### config.mk
export PLATFORM = sky130hd
export DESIGN_NAME = station_sched
export DESIGN_NICKNAME = d
export VERILOG_FILES = /design/src/rtl/station_sched.sv
export SDC_FILE = /design/constraint.sdc
export NUM_CORES = 1
export LEC_CHECK = 0
export ABC_AREA = 1
export BUFFER_PORTS_ARGS = -buffer_cell sky130_fd_sc_hd__clkbuf_2
export CAP_MARGIN = 0
export CORE_UTILIZATION = 59
export CTS_BUF_LIST = sky130_fd_sc_hd__clkbuf_8 sky130_fd_sc_hd__clkbuf_16
export CTS_CLUSTER_SIZE = 10
export DETAILED_ROUTE_END_ITERATION = 8
export GPL_TIMING_DRIVEN = 0
export PLACE_DENSITY = 0.79
export RECOVER_POWER = 25
export SYNTH_ARGS = -nofsm -noshare
export SYNTH_HDL_FRONTEND = slang
export SYNTH_SLANG_ARGS = --single-unit
### constraint.sdc
create_clock -name clk -period 3.1 [get_ports clk]
set_input_delay 0.62 -clock clk [delete_from_list [all_inputs] [get_ports clk]]
set_output_delay 0.62 -clock clk [all_outputs]
set_load 0.005 [all_outputs]
### src/rtl/station_sched.sv
// station_sched: destination scheduler between UART_rcv and cmd_cntrl.
// Queues "go to station" commands and hands them to cmd_cntrl one at a
// time. Each destination is issued only after the previous trip has ended
// and the dwell time at the station has elapsed. A stop command flushes the
// queue and preempts whatever trip is in progress.
//
// Handshakes:
//   UART side : cmd is valid while cmd_rdy is high; the byte is consumed by
//               a one-cycle clr_cmd_rdy pulse registered the cycle after it
//               is taken. cmd_rdy is ignored during that pulse cycle.
//   cmd_cntrl : fwd_cmd is valid while fwd_rdy is high; fwd_rdy is a level
//               held until cmd_cntrl answers with fwd_clr. fwd_cmd keeps
//               its last value while fwd_rdy is low.
module station_sched #(
    parameter int DEPTH = 4,
    parameter int DWELL = 50000
) (
    input  logic                     clk,
    input  logic                     rst,
    input  logic [7:0]               cmd,
    input  logic                     cmd_rdy,
    output logic                     clr_cmd_rdy,
    output logic [7:0]               fwd_cmd,
    output logic                     fwd_rdy,
    input  logic                     fwd_clr,
    input  logic                     in_transit,
    output logic [$clog2(DEPTH):0]   q_cnt,
    output logic                     q_full,
    output logic                     drop,
    output logic                     busy
);

    localparam int PW = $clog2(DEPTH);
    localparam int QW = $clog2(DEPTH) + 1;
    localparam int CW = $clog2(DWELL + 1);

    localparam logic [QW-1:0] Q_MAX      = QW'(DEPTH);
    localparam logic [CW-1:0] DWELL_LAST = CW'(DWELL - 1);

    localparam logic [2:0] S_IDLE       = 3'd0;
    localparam logic [2:0] S_ISSUE      = 3'd1;
    localparam logic [2:0] S_WAIT_START = 3'd2;
    localparam logic [2:0] S_TRANSIT    = 3'd3;
    localparam logic [2:0] S_DWELL      = 3'd4;
    localparam logic [2:0] S_STOP_ISSUE = 3'd5;

    logic [5:0]    mem [DEPTH];
    logic [PW-1:0] wr_ptr;
    logic [PW-1:0] rd_ptr;
    logic [2:0]    state;
    logic [CW-1:0] dwell_cnt;

    logic take;
    logic is_go;
    logic is_stop;
    logic pop;
    logic push;

    // A byte is taken only outside the clear cycle, so it is never read twice.
    assign take    = cmd_rdy && !clr_cmd_rdy;
    assign is_go   = take && (cmd[7:6] == 2'b01);
    assign is_stop = take && (cmd[7:6] == 2'b00);

    // A stop in the same cycle cancels the IDLE pop.
    assign pop  = (state == S_IDLE) && (q_cnt != '0) && !is_stop;
    // A full queue still accepts when the head leaves in the same cycle.
    assign push = is_go && ((q_cnt < Q_MAX) || pop);

    assign q_full = (q_cnt == Q_MAX);
    assign busy   = (state != S_IDLE);

    // UART intake: clear pulse for every taken byte, drop pulse for a rejected go.
    always_ff @(posedge clk) begin
        if (rst) begin
            clr_cmd_rdy <= 1'b0;
            drop        <= 1'b0;
        end else begin
            clr_cmd_rdy <= take;
            drop        <= is_go && !push;
        end
    end

    // Queue storage; contents are don't-care until the count covers them.
    always_ff @(posedge clk) begin
        if (push) begin
            mem[wr_ptr] <= cmd[5:0];
        end
    end

    // Queue pointers and occupancy; a stop flushes by equalizing the pointers.
    always_ff @(posedge clk) begin
        if (rst) begin
            wr_ptr <= '0;
            rd_ptr <= '0;
            q_cnt  <= '0;
        end else if (is_stop) begin
            rd_ptr <= wr_ptr;
            q_cnt  <= '0;
        end else begin
            if (push) begin
                wr_ptr <= wr_ptr + PW'(1);
            end
            if (pop) begin
                rd_ptr <= rd_ptr + PW'(1);
            end
            if (push && !pop) begin
                q_cnt <= q_cnt + QW'(1);
            end else if (pop && !push) begin
                q_cnt <= q_cnt - QW'(1);
            end
        end
    end

    // Trip sequencing FSM with the forward handshake and dwell timer.
    always_ff @(posedge clk) begin
        if (rst) begin
            state     <= S_IDLE;
            fwd_cmd   <= 8'h00;
            fwd_rdy   <= 1'b0;
            dwell_cnt <= '0;
        end else begin
            case (state)
                S_IDLE: begin
                    if (pop) begin
                        fwd_cmd <= {2'b01, mem[rd_ptr]};
                        fwd_rdy <= 1'b1;
                        state   <= S_ISSUE;
                    end
                end
                S_ISSUE: begin
                    if (is_stop) begin
                        // fwd_rdy stays high; only the payload changes.
                        fwd_cmd <= 8'h00;
                        state   <= S_STOP_ISSUE;
                    end else if (fwd_clr) begin
                        fwd_rdy <= 1'b0;
                        state   <= S_WAIT_START;
                    end
                end
                S_WAIT_START, S_TRANSIT, S_DWELL: begin
                    if (is_stop) begin
                        fwd_cmd <= 8'h00;
                        fwd_rdy <= 1'b1;
                        state   <= S_STOP_ISSUE;
                    end else if (state == S_WAIT_START) begin
                        if (in_transit) begin
                            state <= S_TRANSIT;
                        end
                    end else if (state == S_TRANSIT) begin
                        if (!in_transit) begin
                            dwell_cnt <= '0;
                            state     <= S_DWELL;
                        end
                    end else begin
                        if (dwell_cnt == DWELL_LAST) begin
                            state <= S_IDLE;
                        end else begin
                            dwell_cnt <= dwell_cnt + CW'(1);
                        end
                    end
                end
                S_STOP_ISSUE: begin
                    if (fwd_clr) begin
                        fwd_rdy <= 1'b0;
                        state   <= S_IDLE;
                    end
                end
                default: begin
                    fwd_rdy <= 1'b0;
                    state   <= S_IDLE;
                end
            endcase
        end
    end

endmodule

# ---- After elaboration in Yosys (flattened, before gate mapping)
# Memory sizes are Yosys's and may differ from the RTL's. A register that Yosys moved wholly into a read port is not among the register bits.
# Index checks and enable logic that the tools add are counted.
dict set report totals {
  register_bits 37
  ram_bits 24
  out_inout_bits 16
  word_cells 96
  n_memories 1
}
dict set report op_classes {
  add_sub_neg 5
  magnitude_cmp 1
  eq_ne 19
  muxes 30
  n_bitwise 2
  reduce_logical 29
}
# memory depth width rd rd_ports_with_merged_regs write_ports line
set memory_table {}
lappend memory_table {mem 4 6 1 1 1 47} ;# logic [5:0] mem [DEPTH];
# operator n
set ops {}
lappend ops {{16-bit 2-to-1 mux} 3}
lappend ops {{3-bit 2-to-1 mux} 12}
lappend ops {{16-bit by 1-bit adder with 16-bit output (second input constant)} 1}
lappend ops {{16-bit == test (second input constant)} 1}
lappend ops {{8-bit 2-to-1 mux} 2}
lappend ops {{8-bit one-hot mux with 2 select lines} 1}
lappend ops {{2-bit inequality test (second input constant)} 6}
lappend ops {{3-bit one-hot mux with 4 select lines} 1}
lappend ops {{5-bit inequality test (second input constant)} 2}
lappend ops {{3-bit == test (second input constant)} 3}
lappend ops {{1-bit logical AND} 9}
lappend ops {{2-bit 2-to-1 mux} 4}
lappend ops {{3-bit by 2-bit == test with 1-bit output (second input constant)} 2}
lappend ops {{1-bit 2-to-1 mux} 6}
lappend ops {{3-bit AND reduction} 2}
lappend ops {{6-bit AND reduction} 1}
lappend ops {{2-bit nonzero test} 3}
lappend ops {{3-bit nonzero test} 2}
lappend ops {{5-bit AND reduction} 1}
lappend ops {{2-bit by 1-bit adder with 2-bit output (second input constant)} 2}
lappend ops {{1-bit zero test} 4}
lappend ops {{4-bit inequality test (second input constant)} 1}
lappend ops {{1-bit one-hot mux with 4 select lines} 1}
lappend ops {{4-bit OR reduction} 1}
lappend ops {{14 further kinds} 15}

# ---- Logic depth before layout (Yosys ltp)
# Gate-level depths: netlist (run 1).
dict set report depth {
  word_depth 11
  mapped_depth 16
  mapped_depth_nobuf 16
}

# ---- Worst setup path before layout (run 1)
# OpenSTA, ideal clock, no wires.
dict set report synth_path {
  kind {in2reg}
  start {input port cmd[7]}
  end {register q_cnt[2]}
  setup_ns 0.115
  arrival_time_ns 2.213
  slack_ns 0.773
  stages 15
  path_buffers 0
  cell_sequence {nor2_1 -> nand3_2 -> inv_1 -> nor2_8 -> inv_2 -> nand2_2 -> nand2_4 -> clkinv_2 -> ha_1 -> inv_1 -> fa_1 -> a21oi_1 -> o21ai_0 -> xor2_1 -> nor2_1}
}
dict set report synth_between {
  elab_chain_len 9
  word_cells_on_any_way 15
  classes_between {eq/ne (1); mux (1); reduce/logical (13)}
}
# item line
set synth_rtl {}
lappend synth_rtl {{from (decl)} 20} ;# input logic [7:0] cmd,
lappend synth_rtl {{2-bit zero test} 62} ;# assign is_stop = take && (cmd[7:6] == 2'b00);
lappend synth_rtl {{1-bit logical AND} 62}
lappend synth_rtl {{1-bit zero test} 65} ;# assign pop = (state == S_IDLE) && (q_cnt != '0) && !is_stop;
lappend synth_rtl {{1-bit logical AND} 65}
lappend synth_rtl {{1-bit logical OR} 67} ;# assign push = is_go && ((q_cnt < Q_MAX) || pop);
lappend synth_rtl {{1-bit logical AND} 67}
lappend synth_rtl {{1-bit zero test} 108} ;# end else if (pop && !push) begin
lappend synth_rtl {{1-bit logical AND} 108}
lappend synth_rtl {{2-bit nonzero test (no line)} n/a}
lappend synth_rtl {{to (signal assigned)} 107} ;# q_cnt <= q_cnt + QW'(1);
lappend synth_rtl {{to (signal assigned)} 109} ;# q_cnt <= q_cnt - QW'(1);
lappend synth_rtl {{to (decl)} 27} ;# output logic [$clog2(DEPTH):0] q_cnt,
# Several ways; a longest one is shown, not always the timed one.
# A chain may end at the register's enable or synchronous reset.

# ---- Worst setup path in the final report (run 1)
dict set report layout_path {
  start {register state[0]}
  end {register q_cnt[2]}
}
dict set report layout_between {
  elab_chain_len 8
  word_cells_on_any_way 11
  classes_between {mux (1); reduce/logical (10)}
}
# item line
set layout_rtl {}
lappend layout_rtl {{from (decl)} 50} ;# logic [2:0] state;
lappend layout_rtl {{from (signal assigned)} 117} ;# state <= S_IDLE;
lappend layout_rtl {{from (signal assigned)} 127} ;# state <= S_ISSUE;
lappend layout_rtl {{from (signal assigned)} 134} ;# state <= S_STOP_ISSUE;
lappend layout_rtl {{3-bit zero test *} 65}
lappend layout_rtl {{1-bit logical AND * (2 in series)} 65}
lappend layout_rtl {{1-bit logical OR} 67}
lappend layout_rtl {{1-bit logical AND} 67}
lappend layout_rtl {{1-bit zero test} 108}
lappend layout_rtl {{1-bit logical AND} 108}
lappend layout_rtl {{2-bit nonzero test (no line)} n/a}
# Mark *: on every way between the ends. The rest lies on a longest branch, timed or not.

==> parameters.txt, run 1 <==
Parameter                              Value

Outcome
  Result of the run    complete, no violations

Clock tree
  Clock buffer count from CTS    9
  Largest buffer count on any clock path    2
  CTS tree    yes
  Hold_buf cts    0
  Htree depth    3
  Register clock-pin slew on the reported worst setup and hold paths    approximately 70 ps
  PostCTS Resize Cnt    0
  Number of sinks handled by clock tree synthesis    62
  Root Driver    sky130_fd_sc_hd__clkbuf_8
  Latest clock arrival within the worst-skew pair    330 ps
  Post-CTS setup buffers    0

Place
  IO Port Bufs    27
  Routability Congestion    roughly 0.89
  HPWL Detailed    4750 µm
  Pre-CTS setup slack    between 400 and 500 ps

Critical path
  Startpoint-to-endpoint class of the critical path    register to register
  Kind of cell with the highest combined delay on the critical path    simple AND/OR/NAND/NOR gates
  Worst Setup Start Kind    register
  Count of cells along the worst register-to-register path    16
  CP cell instances    nor2_1, nand2_1, inv_2, nand2_4, nor2_8, inv_2, nand2_2, nand2_4, clkinv_2, ha_1, inv_1, fa_1, a21oi_1, o21ai_0, xor2_1, nor2_1
  Worst path buffer plus inverter count    4
  Arrival time at the worst endpoint    2700 ps
  R2r startpoint    state[0]
  Slowest stage cell on the critical path    sky130_fd_sc_hd__dfxtp_1
  Largest fanout on the critical path    7
  Required time at the worst-slack endpoint    3330 ps
  Worst setup path startpoint    state[0]
  CP Capture Type    register
  Stages on worst setup path    16
  Setup slack of the most critical reg-to-reg path    ~630 ps
  Longest individual stage delay on the worst path    between 300 and 400 ps

Global routing
  Met3 usage in global routing    5.42%
  Initial antenna violation count    0
  Vias in the first global route    2399
  Total overflow reported by the global router    0
  Busiest grt layer    met2
  Largest net degree at the start of global routing    12
  Global-route usage over all layers    between 20% and 30%
  GR met2 Demand/Resource    40.4%
  Global-route wire length before repair    between 10000 and 15000 µm
  Met1 capacity usage during global routing    31.8%

STA
  Final hold violation count    0
  Max-slew violation count    0
  Layout Skew    8.43 ps
  Number of setup violations in the final report    0
  Maximum operating frequency    ~400 MHz
  Max-slew headroom    about three fifths
  Smallest hold slack    roughly 460 ps
  Setup repair after global routing missed its margin    false
  Total negative setup slack    0 ps
  Final critical-path setup slack    between 600 and 700 ps
  Portion of the clock cycle consumed by the worst path in the final layout    79.7%
  Worst slew pin tran    598 ps
  Shortest period the worst path allows    2470 ps

Die
  Initial Utilization    61.9%
  Die width    75.7 µm
  Count of boundary I/O pins    29
  Vertical die dimension    75.7 µm
  Overall die area    5720 µm²
  Core Box Area    5170 µm²
  Number of core rows    26

Logic synthesis
  Top area cells in the synthesized netlist    sky130_fd_sc_hd__dfxtp_1, sky130_fd_sc_hd__edfxtp_1, sky130_fd_sc_hd__nand2_1
  Syn Std Cell Area    3200 µm²
  Register area share after synthesis    around 46%
  Share of the synthesized area in the top cell type    23.8%
  Average instance area after synthesis    approximately 7.7 µm²
  Ys Warns    0
  Post-synthesis cell count    416
  List of most frequent post-synthesis cells    sky130_fd_sc_hd__nand2_1, sky130_fd_sc_hd__nor2_1, sky130_fd_sc_hd__dfxtp_1, sky130_fd_sc_hd__inv_1, sky130_fd_sc_hd__a21oi_1
  Library cell with the largest summed area after synthesis    sky130_fd_sc_hd__dfxtp_1
  Count of unique library cells instantiated by Yosys    33
  Count of flip-flops with a built-in enable after synthesis    24
  Number of nets in the synthesized netlist    between 400 and 500
  Cell with the most instances after synthesis    sky130_fd_sc_hd__nand2_1
  Async set-reset flop share out of synthesis    0%
  Post-synthesis register bit count    just over 60
  Primary flip-flop cell chosen by synthesis mapping    sky130_fd_sc_hd__dfxtp_1

Power
  Leakage power of the design    approximately 1.5 nW
  Post-layout total power    2.57 mW
  Worst vdd rail ir drop    0.554 mV
  Pwr Density    718 nW/µm²

Job
  Maxcap violations    0

Hold path
  Class of the tightest hold or removal check    register to register
  Worst Min Path Start    fwd_rdy
  Worst hold stages    2

Layout
  Finished Core Util    between 60% and 70%
  Layout cells sized above 1    about an eighth
  Nets    474
  Final antenna diode count    0
  Layout overhead on the synthesized area    11.9%

Routing
  Routed vias    2770
  Initial DRC Count    209
  Overall routed net length    about 6500 µm
  Detailed-route wire length per cell    12.2 µm
  Via-to-Cell Ratio    5.24
  Number of nets with antenna violations after detailed routing    0
  # DRC    0
  TritonRoute pass-1 iters    5
power by group:
group          internal, mW  switching, mW
registers             0.950         0.0984
logic                 0.338          0.591
clock network         0.283          0.311
total                  1.57           1.00
flip-flops by register name, indices dropped and copies added, names as in the netlist, named ones only:
name,cells
wr_ptr,2
q_cnt,3
fwd_rdy,1
dwell_cnt,16
clr_cmd_rdy,1
rd_ptr,2
drop,1
fwd_cmd,7
state,3
mem,24
layout make-up:
| class | instances | area (µm²) |
|---|---|---|
| tap | 70 | 87.6 |
| clock inverter | 7 | 42.5 |
| buffer | 11 | 62.6 |
| multi-input combinational | 298 | 1490 |
| fill | 453 | 1590 |
| clock buffer | 9 | 124 |
| sequential | 62 | 1480 |
| inverter | 45 | 170 |
| timing repair buffer | 27 | 126 |
per-stage QoR:
stage	std cells	area (µm²)
after floorplan	416	3200
final	529	3580
after global placement	513	3420
after global routing	529	3580
after CTS	529	3590
after detailed placement	513	3420
cells by family after synthesis:
family,count (synthesis),synth area share (%)
compound gates,64,10.6
xor+xnor,8,2.19
fa+ha+maj,7,2.97
buf+inv,56,7.27
flops,62,46.3
other cells,1,0.117
simple gates,218,30.6
worst min-delay path: stages (launching register included):
cell and delay [ps]:
sky130_fd_sc_hd__dfxtp_1 310, sky130_fd_sc_hd__nand2_1 60, sky130_fd_sc_hd__a21oi_1 50
cell usage in the layout, fill, tap and decap left out, types with 2 or more instances in the layout:
cell                         count
sky130_fd_sc_hd__clkbuf_2       20
sky130_fd_sc_hd__o21ai_0        18
sky130_fd_sc_hd__nand3_1        16
sky130_fd_sc_hd__inv_1          39
sky130_fd_sc_hd__inv_2           5
sky130_fd_sc_hd__nand4_1         8
sky130_fd_sc_hd__clkinv_2        4
sky130_fd_sc_hd__dfxtp_1        38
sky130_fd_sc_hd__clkbuf_8        9
sky130_fd_sc_hd__a21oi_1        34
sky130_fd_sc_hd__buf_2           2
sky130_fd_sc_hd__o21bai_1        3
sky130_fd_sc_hd__clkbuf_1       13
sky130_fd_sc_hd__o21ai_1         2
sky130_fd_sc_hd__nor3_1          3
sky130_fd_sc_hd__nand2_2         2
sky130_fd_sc_hd__clkinvlp_4      2
sky130_fd_sc_hd__o22ai_1         6
sky130_fd_sc_hd__nand2_1       101
sky130_fd_sc_hd__nand2_4         4
sky130_fd_sc_hd__buf_6           2
sky130_fd_sc_hd__nor2_8          3
sky130_fd_sc_hd__nor3b_1         2
sky130_fd_sc_hd__edfxtp_1       24
sky130_fd_sc_hd__xor2_1          8
sky130_fd_sc_hd__nor2_1         75
sky130_fd_sc_hd__ha_1            6
final timing paths:
| kind | to |
|---|---|
| worst min-delay path | fwd_rdy |
| worst min register to register | fwd_rdy |
| worst max register to register | q_cnt[2] |
| worst max-delay path | q_cnt[2] |
metal layers:
metal  up-vias  part of all wire (%)
li1       1422                     -
met1      1244                    47
met2        89                    46
met3        15                   5.2
met4         0                   2.2
met5         -                     0
No activity file was read; power rests on OpenSTA's default activity.
==> inputs of run 2 (changes only) <==
==> constraint.sdc (replaced) <==
create_clock -name clk -period 2.4 [get_ports clk]
set_input_delay 0.48 -clock clk [delete_from_list [all_inputs] [get_ports clk]]
set_output_delay 0.48 -clock clk [all_outputs]
set_load 0.005 [all_outputs]
==> run 2 against run 1 <==
Global-route usage unchanged. Wire length up 2.0%. Critical path depth unchanged. First-iteration DRC count down 12%. Hold slack worse by 64 ps. Design area up 1.8%. Clock skew about the same. Power up 34%. Die area unchanged. Sequential share of layout area down 0.50 points. Via count down 0.29%. Critical endpoint unchanged. Setup slack worse by 500 ps.
==> parameters.txt, run 2 (synthesis gave the netlist of run 1 again) <==
Parameter                              Value

Critical path
  CP Capture Type    register
  R2r startpoint    state[0]
  Worst Setup Start Kind    register
  Required time at the worst-slack endpoint    2630 ps
  Startpoint-to-endpoint class of the critical path    register to register
  Slowest stage cell on the critical path    sky130_fd_sc_hd__fa_2
  Longest individual stage delay on the worst path    390 ps
  CP cell instances    nor2_4, nand2_2, inv_2, nand2_4, nor2_8, inv_2, nand2_4, nand2_4, clkinv_2, ha_2, inv_2, fa_2, a21oi_2, o21ai_1, xor2_1, nor2_1
  Worst setup path startpoint    state[0]
  Arrival time at the worst endpoint    2500 ps
  Largest fanout on the critical path    7

Global routing
  Global-route wire length before repair    10400 µm
  Total overflow reported by the global router    0
  Vias in the first global route    2400
  Global-route usage over all layers    24.9%
  Initial antenna violation count    0
  Largest net degree at the start of global routing    12

Routing
  Number of nets with antenna violations after detailed routing    0
  Overall routed net length    6600 µm
  TritonRoute pass-1 iters    5
  Routed vias    about 2800
  Initial DRC Count    about 180
  # DRC    0
  Detailed-route wire length per cell    12.4 µm
  Via-to-Cell Ratio    5.19

Clock tree
  Htree depth    3
  Latest clock arrival within the worst-skew pair    340 ps
  Register clock-pin slew on the reported worst setup and hold paths    70 ps
  Clock buffer count from CTS    9
  Hold_buf cts    0
  Root Driver    sky130_fd_sc_hd__clkbuf_8
  Largest buffer count on any clock path    2
  CTS tree    yes
  Number of sinks handled by clock tree synthesis    62

Die
  Core Box Area    5170 µm²
  Count of boundary I/O pins    29
  Die width    75.7 µm
  Overall die area    ~5700 µm²
  Initial Utilization    61.9%
  Vertical die dimension    75.7 µm
  Number of core rows    26

Layout
  Max FFs per register    24
  Non-Filler Instances    532
  Finished Core Util    70.5%
  Layout cells sized above 1    between 10% and 20%
  Commonest non-fill, non-tap cells in the layout    sky130_fd_sc_hd__nand2_1, sky130_fd_sc_hd__nor2_1, sky130_fd_sc_hd__inv_1, sky130_fd_sc_hd__a21oi_1, sky130_fd_sc_hd__dfxtp_1
  Layout overhead on the synthesized area    13.9%
  Register bank with the most flops    mem
  Largest registers    mem x24, dwell_cnt x16, fwd_cmd x7
  Nets    477
  Most common cell after layout, fill and taps aside    sky130_fd_sc_hd__nand2_1
  Final antenna diode count    0

Power
  Clock network fraction of total power    22.3%
  Combinational share of power    37.8%
  Switching pwr    1.34 mW
  Worst vdd rail ir drop    0.724 mV
  Net switching fraction of the power    38.8%
  Pwr Density    around 950 nW/µm²
  Power share of the sequential group    39.8%
  Internal power component    2.11 mW
  Leakage power of the design    ~1.5 nW
  Post-layout total power    between 3 and 4 mW

Outcome
  Result of the run    complete, no violations

Place
  HPWL Detailed    approximately 4700 µm
  Dpl cells    513
  Routability Congestion    roughly 0.89
  IO Port Bufs    27

Job
  Maxcap violations    0

STA
  Max-slew violation count    0
  Shortest period the worst path allows    2270 ps
  Smallest hold slack    approximately 400 ps
  Layout Skew    8.01 ps
  Worst slew pin tran    592 ps
  Total negative setup slack    0 ps
  Max-slew headroom    60.4%
  Maximum operating frequency    440 MHz
  Number of setup violations in the final report    0
  Final hold violation count    0
  Portion of the clock cycle consumed by the worst path in the final layout    94.7%

Hold path
  Class of the tightest hold or removal check    input port to register
  Worst Min Path Start    cmd[5]
## run 2: changes by cell type in the layout (fill, tap and decap cells not counted), sizes merged
cell  before  now
buf        5    8
## run 2: layout make-up
| cell class | instances | area [µm²] |
|---|---|---|
| Clock inverter | 7 | 42.5 |
| Inverter | 45 | 170 |
| Clock buffer | 9 | 124 |
| Multi-Input combinational cell | 298 | 1520 |
| Fill cell | 442 | 1530 |
| Timing Repair Buffer | 30 | 149 |
| Tap cell | 70 | 87.6 |
| Buffer | 11 | 62.6 |
| Sequential cell | 62 | 1490 |
## run 2: repair_timing
action                                  in CTS  in global routing
resized for setup                            3                 14
pin swaps                                    3                  2
buffers inserted                             2                  1
endpoints found under the setup margin       1                  1
## run 2: path summary, 6_finish.rpt
| path | end | slack (ps) | cells past startpoint |
|---|---|---|---|
| worst max-delay path | q_cnt[2] | 130 | 16 |
| worst min-delay path | mem[3][5] | 400 | 1 |
| worst max register to register | q_cnt[2] | 130 | 16 |
| worst min register to register | fwd_rdy | 470 | 2 |
## run 2: layer usage
metal	GRT usage, %	wire length, µm	vias to the layer above
met5	0	0	-
met1	31.7	3050	1241
li1	-	-	1430
met3	5.42	301	16
met2	40.5	3090	75
met4	11.7	168	0
## run 2: through the flow
step / worst slack (ps) / area (µm²)
final: 128 / 3650
after global routing: -14.2 / 3650
after CTS: 42.1 / 3610
after detailed placement: -105 / 3420
after global placement: -42.8 / 3420
after floorplan: 204 / 3200
## run 2: worst max-delay path, delay by kind of cell, from the launching register on
family / cells / cell delay (ps)
AO/OA/AOI/OAI: 2 / 200
XOR/XNOR: 1 / 150
adder cells (fa/ha/maj): 2 / 560
buffers and inverters: 4 / 290
flip-flops: 1 / 380
AND/OR/NAND/NOR: 7 / 580
## run 2: power by group through the flow
stage	clock network [mW]	registers, mW	logic, mW
after floorplan	0	1.36	0.896
after global placement	0	1.37	1.16
after detailed placement	0	1.38	1.20
after CTS	0.781	1.36	1.24
after global routing	0.833	1.39	1.46
final	0.769	1.37	1.31
